<file path="config.mk">
export PLATFORM = sky130hd
export DESIGN_NAME = register
export DESIGN_NICKNAME = d
export VERILOG_FILES = /design/src/rtl/cpu_pkg.sv /design/src/rtl/register.sv
export SDC_FILE = /design/constraint.sdc
export NUM_CORES = 1
export LEC_CHECK = 0
export CAP_MARGIN = 30
export CELL_PAD_IN_SITES_DETAIL_PLACEMENT = 0
export CELL_PAD_IN_SITES_GLOBAL_PLACEMENT = 1
export CORE_AREA = 2 2 69 71
export CTS_CLUSTER_SIZE = 12
export DETAILED_ROUTE_END_ITERATION = 8
export DIE_AREA = 0 0 71 73
export PLACE_DENSITY_LB_ADDON = 0.1
export SLEW_MARGIN = 30
export SYNTH_ARGS = -nofsm -noshare
export SYNTH_HDL_FRONTEND = slang
export SYNTH_SLANG_ARGS = --single-unit
</file>
<file path="constraint.sdc">
create_clock -name Clk -period 1.2 [get_ports Clk]
set_input_delay 0.36 -clock Clk [delete_from_list [all_inputs] [get_ports Clk]]
set_output_delay 0.36 -clock Clk [all_outputs]
set_load 0.1 [all_outputs]
</file>
<file path="src/rtl/cpu_pkg.sv">
// Shared datapath constants: the common word width and the default reset word,
// so every datapath register takes both from one place.
package cpu_pkg;

    localparam int DATA_WIDTH = 32;

    // Wide enough for the largest legal register width (64); slice to WIDTH.
    localparam logic [63:0] REG_RESET_DEFAULT = 64'h0;

    typedef logic [DATA_WIDTH-1:0] word_t;

endpackage

</file>
<file path="src/rtl/register.sv">
// register: WIDTH-bit edge-triggered storage with synchronous active-high
// reset and active-high load enable. Priority on each rising Clk edge is
// Rst, then En, then hold. Q comes straight from the flops.
// Optional simulation checker compiled in with `define REGISTER_CHECK_EN.
module register
    import cpu_pkg::*;
#(
    parameter int               WIDTH       = DATA_WIDTH,
    parameter logic [WIDTH-1:0] RESET_VALUE = REG_RESET_DEFAULT[WIDTH-1:0]
) (
    input  logic             Clk,
    input  logic             Rst,
    input  logic [WIDTH-1:0] D,
    input  logic             En,
    output logic [WIDTH-1:0] Q
);

    // Storage: reset wins over load; D is not looked at unless En is set.
    always_ff @(posedge Clk) begin
        if (Rst)
            Q <= RESET_VALUE;
        else if (En)
            Q <= D;
    end

`ifdef REGISTER_CHECK_EN
    // Checker state: armed after the first reset edge; shadow holds what Q
    // should show after the most recent edge.
    logic             armed;
    logic [WIDTH-1:0] shadow;

    // Control/data sanity and shadow compare, all quiet until the first reset.
    always_ff @(posedge Clk) begin
        if (armed === 1'b1) begin
            if ($isunknown(Rst) || $isunknown(En))
                $error("register: Rst/En unknown at clock edge");
            if (En === 1'b1 && Rst !== 1'b1 && $isunknown(D))
                $error("register: loading D with X/Z bits");
            if (Q !== shadow)
                $error("register: Q %h differs from shadow %h", Q, shadow);
        end
        if (Rst === 1'b1)
            armed <= 1'b1;
        if (Rst === 1'b1)
            shadow <= RESET_VALUE;
        else if (En === 1'b1)
            shadow <= D;
    end
`endif

endmodule

</file>
## Yosys cells after proc, flatten, opt, wreduce, memory -nomap -nowiden

Index checks and enable logic that the tools add are counted.

- Bits in registers: 32
- Latch bits: 0
- Bits in writable memories: 0
- Bits in read-only memories: 0
- Memories kept: 0

- Add/subtract/negate cells: 0
- Multipliers: 0
- Divide/modulo/power cells: 0
- Order comparisons: 0
- Eq/ne operators: 0
- Shifts and indexed selects: 0
- Muxes and demuxes: 0
- Bitwise gates (word level): 0
- Reductions and logical operators: 0

## Longest topological paths before layout

Gate-level depths: netlist (run 1).

- Depth in word-level cells: 0
- Gate-level depth with buffers: 4

## Worst setup path before layout (run 1)

No wires, ideal clock.

- Kind: reg2out
- Start: register Q[0]
- End: output port Q[0]
- Data arrival time: 924 ps
- Slack: -84 ps
- Stages on the path, launching flop included: 1
- Path buffers: 0
- Cells stage by stage: dfxtp_1

RTL lines:

| element | RTL line | RTL |
|---|---|---|
| from (decl) | register.sv:15 | `output logic [WIDTH-1:0] Q` |
| from (signal assigned) | register.sv:21 | `Q <= RESET_VALUE;` |
| from (signal assigned) | register.sv:23 | `Q <= D;` |

No word-level cell between the ends.

## Final worst setup path (run 1)

- Start: register Q[13]
- End: output port Q[13]

No word-level cell between the ends.

==> results of run 1 <==
## synthesized netlist by cell type
master,number
dfxtp_1,32
mux2i_1,32
nor2_1,32
buf_12,3
clkbuf_1,3
buf_6,1
## kinds of logic (layout without fill, tap and decap cells)
group,Yosys count,after routing,share of synthesized area
mux,32,32,0.275
flops,32,32,0.551
simple gates,32,32,0.103
buf+inv,7,78,0.0710
## what timing repair did
action / in CTS / in global routing
resized for setup: 0 / 1
hold endpoints to repair: 0 / 0
setup buffers: 0 / 1
endpoints found under the setup margin: 0 / 8
## path summary, 6_finish.rpt
path | endpoint | slack, ns | from
worst min-delay path | Q[19] | 0.52 | Q[19]
worst max register to register | Q[26] | 0.47 | Q[26]
worst min register to register | Q[19] | 0.52 | Q[19]
worst max-delay path | Q[13] | 0.04 | Q[13]
## layer usage
layer | GRT usage | vias to the layer above
met2 | 0.169 | 43
met5 | 0 | -
li1 | - | 476
met3 | 0.0746 | 4
met4 | 0.0440 | 0
met1 | 0.118 | 420
## report_power, final
group	switching, µW	total (µW)	internal [µW]
clock network	332	798	466
logic	577	986	408
registers	66.2	1210	1140
total	976	2990	2020
## layout make-up
class	count	area (µm²)
multi-input combinational	64	440
clock buffer	8	90.1
fill	403	2220
tap	54	67.6
timing repair buffer	70	1030
sequential	32	683
## through the flow
| step | TNS, ns | util | total power, µW |
|---|---|---|---|
| after floorplan | 0 | - | 1800 |
| after global placement | -1.40 | 0.488 | 2210 |
| after detailed placement | -1.86 | 0.488 | 2220 |
| after CTS | 0 | 0.508 | 3050 |
| after global routing | -0.0369 | 0.510 | 3140 |
| final | 0 | 0.510 | 2990 |
==> impl_results.md, run 1 <==
- Status: finished clean
- Post-cts hold buffer count: 0
- Final WL: 2.69 mm
- Non-Filler Instances: 228
- Fmax: 859 MHz
- Area share of the largest cell type after synthesis: 0.551
- Sink Count: 32
- Tcrit/Tclk final: 0.970
- Most frequent cells in the layout: buf_12, clkdlybuf4s50_1, mux2i_1, nor2_1, dfxtp_2
- GRT Total Usage: 0.110
- Crit path cell chain: buf_12
- LEAKAGE: 0.00100 µW
- Worst-Margin Slew: 0.211 ns
- CP Launch Type: flop
- Diode count: 0
- CTS Buf Count: 5
- MaxCap Viol Count: 0
- Routability Congestion: 0.676
- Total number of vias: 943
- HPWL after DPL: 2.05 mm
- Placed cell count: 219
- Hold Crit Depth: 2
- Cell area after synthesis: 1160 µm²
- Worst path max stage delay: 0.35 ns
- Worst Reg-to-Reg Cells: 3
- Post-layout min period: 1.16 ns
- CTS root buf: clkbuf_8
- Share of layout cells above drive strength 1: 0.431
- CTS HTree Levels: 2
- Critical Path AT: 0.80 ns
- First-pass GRT wire length: 4.28 mm
- Largest register FFs: 32
- Slew Viols, Final: 0
- M1 WL: 1.06 mm
- Setup violations, final: 0
- Worst EP required: 0.84 ns
- Sequential fraction of the synthesis area: 0.551
- Cells after Synth: 103
- Row cnt: 25
- Crit path max fanout: 2
- Pre-Repair DR Iteration Count: 3
- CTS max path bufs: 2
- Synthesis Warnings: 0
- CTS tree: done
- DR DRC count: 0
- Synth area leader: dfxtp_1
- Synth cell types: 6
- Maximum VDD drop: 0.000586 V
- Clock skew: 0 ns
- Top delay family on crit path: flip-flops
- Number of hold violations in the final report: 0
- Worst Path Buf+Inv: 1
- PD cells: 1290 nW/µm²
- RSZ-0062 raised after global routing: true
- Final Worst Setup Slack: 0.0358 ns
- Post-Place Setup Slack: -0.0695 ns
- GRT Residual Overflow: 0
- Slew headroom: 0.859
- Syn Nets: 138
- Ports: 67
- Worst skew pair latency: 0.27 ns
- Mean post-synth cell area: 11.3 µm²
- Die width: 71 µm
- Final ANT Viol Nets: 0
- Vias/cell: 4.14
- Top sig layer: met4
- Crit. End Element: output port
- Final nets: 208
- Design area: 2310 µm²
- Core Region: 4540 µm²
- WL/cell: 11.8 µm
- Worst setup path class: reg2out
- Largest registers: Q: 32 flops
- Number of port buffers: 66
- Clk slew on worst S/H paths: 0.06 ns
- Starting density of the core: 0.257
- Most flop-heavy register: Q
- Largest net degree at the start of global routing: 33
- Initial DRC Count: 27
- Die Area: 5180 µm²
- Vias in the first global route: 955
- Detailed route wirelength on metal3: 310 µm
- WL met2: 1.30 mm
- Placed Area: 2210 µm²
- Most common cell after layout, fill and taps aside: buf_12
- Hold_ws: 0.520 ns
- Slowest stage cell, crit path: dfxtp_2
- Layout area overhead: 98.7%
- Initial antenna violation count: 0
- Die H: 73 µm
- Hold Crit Class: reg2reg
- Crit. path cell count: 1
- Seq cells post-synth: 32
- Largest cells by area after synthesis: dfxtp_1, mux2i_1, nor2_1, buf_12, buf_6
Note: power is estimated with default switching activity, not from simulation.
==> run 2, diff against run 1 <==
--- a/config.mk
+++ b/config.mk
@@ -6,4 +6,5 @@
 export NUM_CORES = 1
 export LEC_CHECK = 0
+export ABC_AREA = 0
 export CAP_MARGIN = 30
 export CELL_PAD_IN_SITES_DETAIL_PLACEMENT = 0
==> constraint.sdc (replaced) <==
create_clock -name Clk -period 1.2 [get_ports Clk]
set_input_delay 0.18 -clock Clk [delete_from_list [all_inputs] [get_ports Clk]]
set_output_delay 0.18 -clock Clk [all_outputs]
set_load 0.1 [all_outputs]
==> run 2 against run 1 <==
Effect of this change:
- sequential power is essentially flat
- worst hold slack got worse by 0.075 ns
- clock power shrank 8.1%
- sequential share of layout area rose by 0.28 points
- total power is 2.4% lower
- via count up 0.74%
- combinational power fell by 0.6%
- final cell count shrank 1.3%
- worst setup slack better by 0.18 ns
- wire length fell by 1.3%
- critical endpoint is now Q[17]
- largest cell class unchanged
- highest routed layer unchanged
==> impl_results.md, run 2 (same netlist as run 1, synthesis figures left out) <==
- Status: finished clean
- Post-layout min period: 0.985 ns (-0.179 ns)
- Final nets: 206 (-0.96%)
- Post-cts hold buffer count: 0 (unchanged)
- Top delay family on crit path: flip-flops
- RR Startpoint: Q[29]
- Worst EP required: 1.02 ns (+0.18 ns)
- Most common cell after layout, fill and taps aside: buf_12
- Vias/cell: 4.22 (+2.1%)
- Placed cell count: 218 (-0.46%)
- Initial DRC Count: 32 (+19%)
- Diode count: 0 (unchanged)
- Routability Congestion: 0.679 (+0.44%)
- Clock skew: 0 ns (unchanged)
- Largest registers: Q: 32 flops
- CTS HTree Levels: 2 (unchanged)
- Post-Place Setup Slack: 0.114 ns (+0.183 ns)
- Slew headroom: 0.850 (-0.00938)
- Hold_ws: 0.445 ns (-0.0748 ns)
- DR DRC count: 0 (unchanged)
- Die H: 73 µm (unchanged)
- Most frequent cells in the layout: buf_12, clkdlybuf4s50_1, dfxtp_2, mux2i_1, nor2_1
- Row cnt: 25 (unchanged)
- Setup violations, final: 0 (unchanged)
- TNS Setup: 0 ns (unchanged)
- Worst-Margin Slew: 0.225 ns (+0.0141 ns)
- Largest register FFs: 32 (unchanged)
- Crit path cell chain: buf_12
- Die Area: 5180 µm² (unchanged)
- Clk slew on worst S/H paths: 0.06 ns (about the same)
- Final ANT Viol Nets: 0 (unchanged)
- Die width: 71 µm (unchanged)
- Crit path max fanout: 2 (unchanged)
- Multi-input logic area: 440 µm² (unchanged)
- Worst Path Buf+Inv: 1 (unchanged)
- Largest net degree at the start of global routing: 33 (unchanged)
- GRT Total Usage: 0.110 (about the same)
- Starting density of the core: 0.257 (unchanged)
- CTS Buf Count: 5 (unchanged)
- Tcrit/Tclk final: 0.821 (-0.149)
- WL/cell: 11.8 µm (about the same)
- Sink Count: 32 (unchanged)
- Slew Viols, Final: 0 (unchanged)
- Ports: 67 (unchanged)
- First-pass GRT wire length: 4.40 mm (+2.6%)
- Pre-Repair DR Iteration Count: 3 (unchanged)
- Crit. End Element: output port
- Worst Setup SP: Q[17]
- CTS tree: done
- Initial antenna violation count: 0 (unchanged)
- Worst path max stage delay: 0.36 ns (about the same)
- Worst skew pair latency: 0.27 ns (about the same)
- CP Launch Type: flop
- GRT Residual Overflow: 0 (unchanged)
- Hold Crit Class: in2reg
- Hold Crit Start: En
- Number of port buffers: 66 (unchanged)
- Fmax: 1020 MHz (+18%)
- Final Worst Setup Slack: 0.215 ns (+0.179 ns)
- CTS root buf: clkbuf_8
- Setup Fix Bufs, Post-CTS: 0 (unchanged)
- Register area: 681 µm² (-0.37%)
- Fill cell count: 412 (+2.2%)
- HPWL after DPL: 2.02 mm (-1.4%)
- PD cells: 1280 nW/µm² (-1.1%)
- Vias in the first global route: 977 (+2.3%)
- CTS max path bufs: 2 (unchanged)
- Number of hold violations in the final report: 0 (unchanged)
- Worst setup path class: reg2out
- Slowest stage cell, crit path: dfxtp_2
- Tot Pwr: 2920 µW (-2.4%)
- Layout area overhead: 96.1%
- LEAKAGE: 0.000989 µW (-1.5%)
- Core Region: 4540 µm² (unchanged)
- Most flop-heavy register: Q
- Post-cts resize count: 0 (unchanged)
- Non-Filler Instances: 225 (-1.3%)
- Final WL: 2.66 mm (-1.3%)
- MaxCap Viol Count: 0 (unchanged)
- Total number of vias: 950 (+0.74%)
- Share of layout cells above drive strength 1: 0.427 (-0.00413)
- Maximum VDD drop: 0.000541 V (-7.7%)
- RSZ-0062 raised after global routing: false
- Critical Path AT: 0.80 ns (about the same)
## run 2: report_power, final
group	switching (µW)	internal, µW	total (µW)
sequential	65.5	1140	1210
combinational	576	404	980
clock	340	393	733
total	981	1940	2920
## run 2: stage by stage
| step | instance area, µm² | util |
|---|---|---|
| floorplan | 1200 | - |
| global placement | 2200 | 0.486 |
| detailed placement | 2200 | 0.486 |
| CTS | 2280 | 0.503 |
| finish | 2280 | 0.503 |
| global route | 2280 | 0.503 |
## run 2: layer usage
layer	track usage	vias to the layer above	share of wire
met5	0	-	0
met4	0.0440	0	0.017
met3	0.0594	6	0.11
met2	0.183	46	0.49
met1	0.117	427	0.38
li1	-	471	-
## run 2: cell type report
| class | instances | area share |
|---|---|---|
| Clock buffer | 6 | 0.0318 |
| Clock inverter | 1 | 0.00219 |
| Multi-Input combinational cell | 64 | 0.193 |
| Sequential cell | 32 | 0.298 |
| Tap cell | 54 | 0.0296 |
| Timing Repair Buffer | 68 | 0.445 |
## run 2: final timing paths
kind         endpoint  depth (start not counted)  slack (ns)
max             Q[17]                          1        0.22
min             Q[17]                          4        0.44
max reg2reg     Q[29]                          2        0.53
min reg2reg     Q[27]                          2        0.52
==> run 3, diff against run 2 <==
CORE_AREA = 2 2 73 75   (was 2 2 69 71)
DIE_AREA = 0 0 75 77   (was 0 0 71 73)
clock period = 0.9 ns   (was 1.2 ns; I/O delays follow)
==> run 3 against run 2 <==
Effect of this change:
- the run now ends with negative setup slack left
- wire length rose by 14%
- first-iteration DRC count fell by 16%
- via count fell by 0.11%
- clock power rose by 36%
- largest cell class unchanged
- sequential share of layout area rose by 1.8 points
- total power rose by 33%
- core utilization fell by 2.0 points
==> impl_results.md, run 3 (same netlist as run 1, synthesis figures left out) <==
- Worst skew pair latency: 0.27 ns (about the same)
- Largest net degree at the start of global routing: 33 (unchanged)
- Worst setup path class: reg2out
- Worst EP required: 0.76 ns (-0.26 ns)
- Worst path max stage delay: 0.36 ns (about the same)
- PD cells: 1620 nW/µm² (+26%)
- Die width: 75 µm (+5.6%)
- Crit path max fanout: 2 (unchanged)
- Post-Place Setup Slack: -0.158 ns (-0.272 ns)
- Clock Power Share: 0.257 (+0.006)
- Switching Share: 0.342 (+0.00590)
- Most frequent cells in the layout: buf_12, clkdlybuf4s50_1, dfxtp_4, mux2i_1, nor2_1
- Slowest stage cell, crit path: dfxtp_4
- Post-cts resize count: 0 (unchanged)
- Setup Fix Bufs, Post-CTS: 0 (unchanged)
- Fill cell count: 455 (+10%)
- Die Area: 5780 µm² (+11%)
- WL/cell: 12.4 µm (+5.1%)
- Most flop-heavy register: Q
- Fmax: 1070 MHz
- MaxCap Viol Count: 0 (unchanged)
- Sw power: 1330 µW (+35%)
- GRT Total Usage: 0.111 (+0.00101)
- Slew headroom: 0.897 (+0.0468)
- Diode count: 0 (unchanged)
- Number of hold violations in the final report: 0 (unchanged)
- Routability Congestion: 0.645 (-5.0%)
- Post-layout min period: 0.939 ns
- DR DRC count: 0 (unchanged)
- Initial DRC Count: 27 (-16%)
- Vias in the first global route: 1042 (+6.7%)
- Die H: 77 µm (+5.5%)
- CTS root buf: clkbuf_8
- Initial antenna violation count: 0 (unchanged)
- Sink Count: 32 (unchanged)
- Most common cell after layout, fill and taps aside: buf_12
- Row cnt: 26 (+4.0%)
- Total number of vias: 949 (-0.11%)
- Hold Crit Class: in2reg
- Largest register FFs: 32 (unchanged)
- Design area: 2400 µm² (+5.4%)
- Routing usage on met2: 0.182 (-0.000306)
- Failing checks: negative setup slack
- RSZ-0062 raised after global routing: true
- Worst Path Buf+Inv: 1 (unchanged)
- Core Region: 4980 µm² (+9.7%)
- Largest registers: Q: 32 flops
- Comb pwr share: 0.342 (+0.006)
- CP Launch Type: flop
- Layout area overhead: 107%
- HPWL after DPL: 2.32 mm (+15%)
- Met3 GRT Util: 0.0460 (-0.0134)
- LEAKAGE: 0.00101 µW (+1.8%)
- Tcrit/Tclk final: 1.04
- Int Pwr: 2560 µW (+32%)
- Crit. End Element: output port
- CTS max path bufs: 2 (unchanged)
- Pre-Repair DR Iteration Count: 3 (unchanged)
- Slew Viols, Final: 0 (unchanged)
- Post-cts hold buffer count: 0 (unchanged)
- Final WL: 3.02 mm (+14%)
- Final nets: 207 (+0.49%)
- Finished Core Util: 0.483 (-0.0200)
- First-pass GRT wire length: 4.89 mm (+11%)
- CTS HTree Levels: 2 (unchanged)
- Final Worst Setup Slack: -0.0388 ns (-0.254 ns)
- Starting density of the core: 0.234 (-0.0228)
- Tot Pwr: 3880 µW (+33%)
- CTS tree: done
- Maximum VDD drop: 0.000985 V (+82%)
- Met1 Track Usage GR: 0.122 (+0.00483)
- Seq pwr share: 0.401 (-0.012)
- CTS Buf Count: 5 (unchanged)
- Clock skew: 0 ns (unchanged)
- Status: finished with violations
- Final ANT Viol Nets: 0 (unchanged)
- TNS Setup: -1.01 ns (-1.01 ns)
- Placed Area: 2320 µm² (+5.4%)
- Share of layout cells above drive strength 1: 0.422 (-0.00494)
- Worst-Margin Slew: 0.151 ns (-0.0746 ns)
- Top delay family on crit path: flip-flops
- Clk slew on worst S/H paths: 0.06 ns (about the same)
- Crit path cell chain: buf_12
- Vias/cell: 3.91 (-7.5%)
- Ports: 67 (unchanged)
- Critical Path AT: 0.80 ns (about the same)
- Setup violations, final: 32 (+32)
- Number of port buffers: 66 (unchanged)
- GRT busiest layer: met2
- GRT Residual Overflow: 0 (unchanged)
## run 3: stage by stage
stage	hold slack (ns)	cells
finish	0.340	243
global route	0.365	243
CTS	0.339	243
detailed placement	0.507	235
global placement	0.499	235
floorplan	0.198	103
## run 3: power groups by stage
stage | sequential [µW] | clock (µW) | combinational [µW]
2_1_floorplan | 2160 | 0 | 195
3_3_place_gp | 1590 | 0 | 1320
4_1_cts | 1560 | 1050 | 1340
6_report | 1560 | 999 | 1330
3_5_place_dp | 1590 | 0 | 1340
5_1_grt | 1570 | 1120 | 1370
## run 3: path summary, 6_finish.rpt
check / slack, ns / depth (start not counted) / startpoint / end
setup reg to reg: 0.24 / 2 / Q[13] / Q[13]
setup / recovery: -0.04 / 1 / Q[24] / Q[24]
hold reg to reg: 0.52 / 2 / Q[6] / Q[6]
hold / removal: 0.34 / 4 / En / Q[6]
## run 3: tightest hold or removal path: stages
cell and delay [ns]:
buf_2 0.14, buf_12 0.16, mux2i_1 0.08, nor2_1 0.07
## run 3: area by class of cell
class                      count  area (µm²)  area share
timing repair buffer          69        1040       0.431
sequential                    32         761       0.316
multi-input combinational     64         440       0.183
tap                           70        87.6      0.0364
clock buffer                   7        76.3      0.0317
clock inverter                 1        3.75     0.00156
## run 3: per-layer routing
metal,up-vias,part of all wire
met4,0,0.011
met5,-,0
met3,4,0.081
met1,431,0.40
li1,477,-
met2,37,0.50
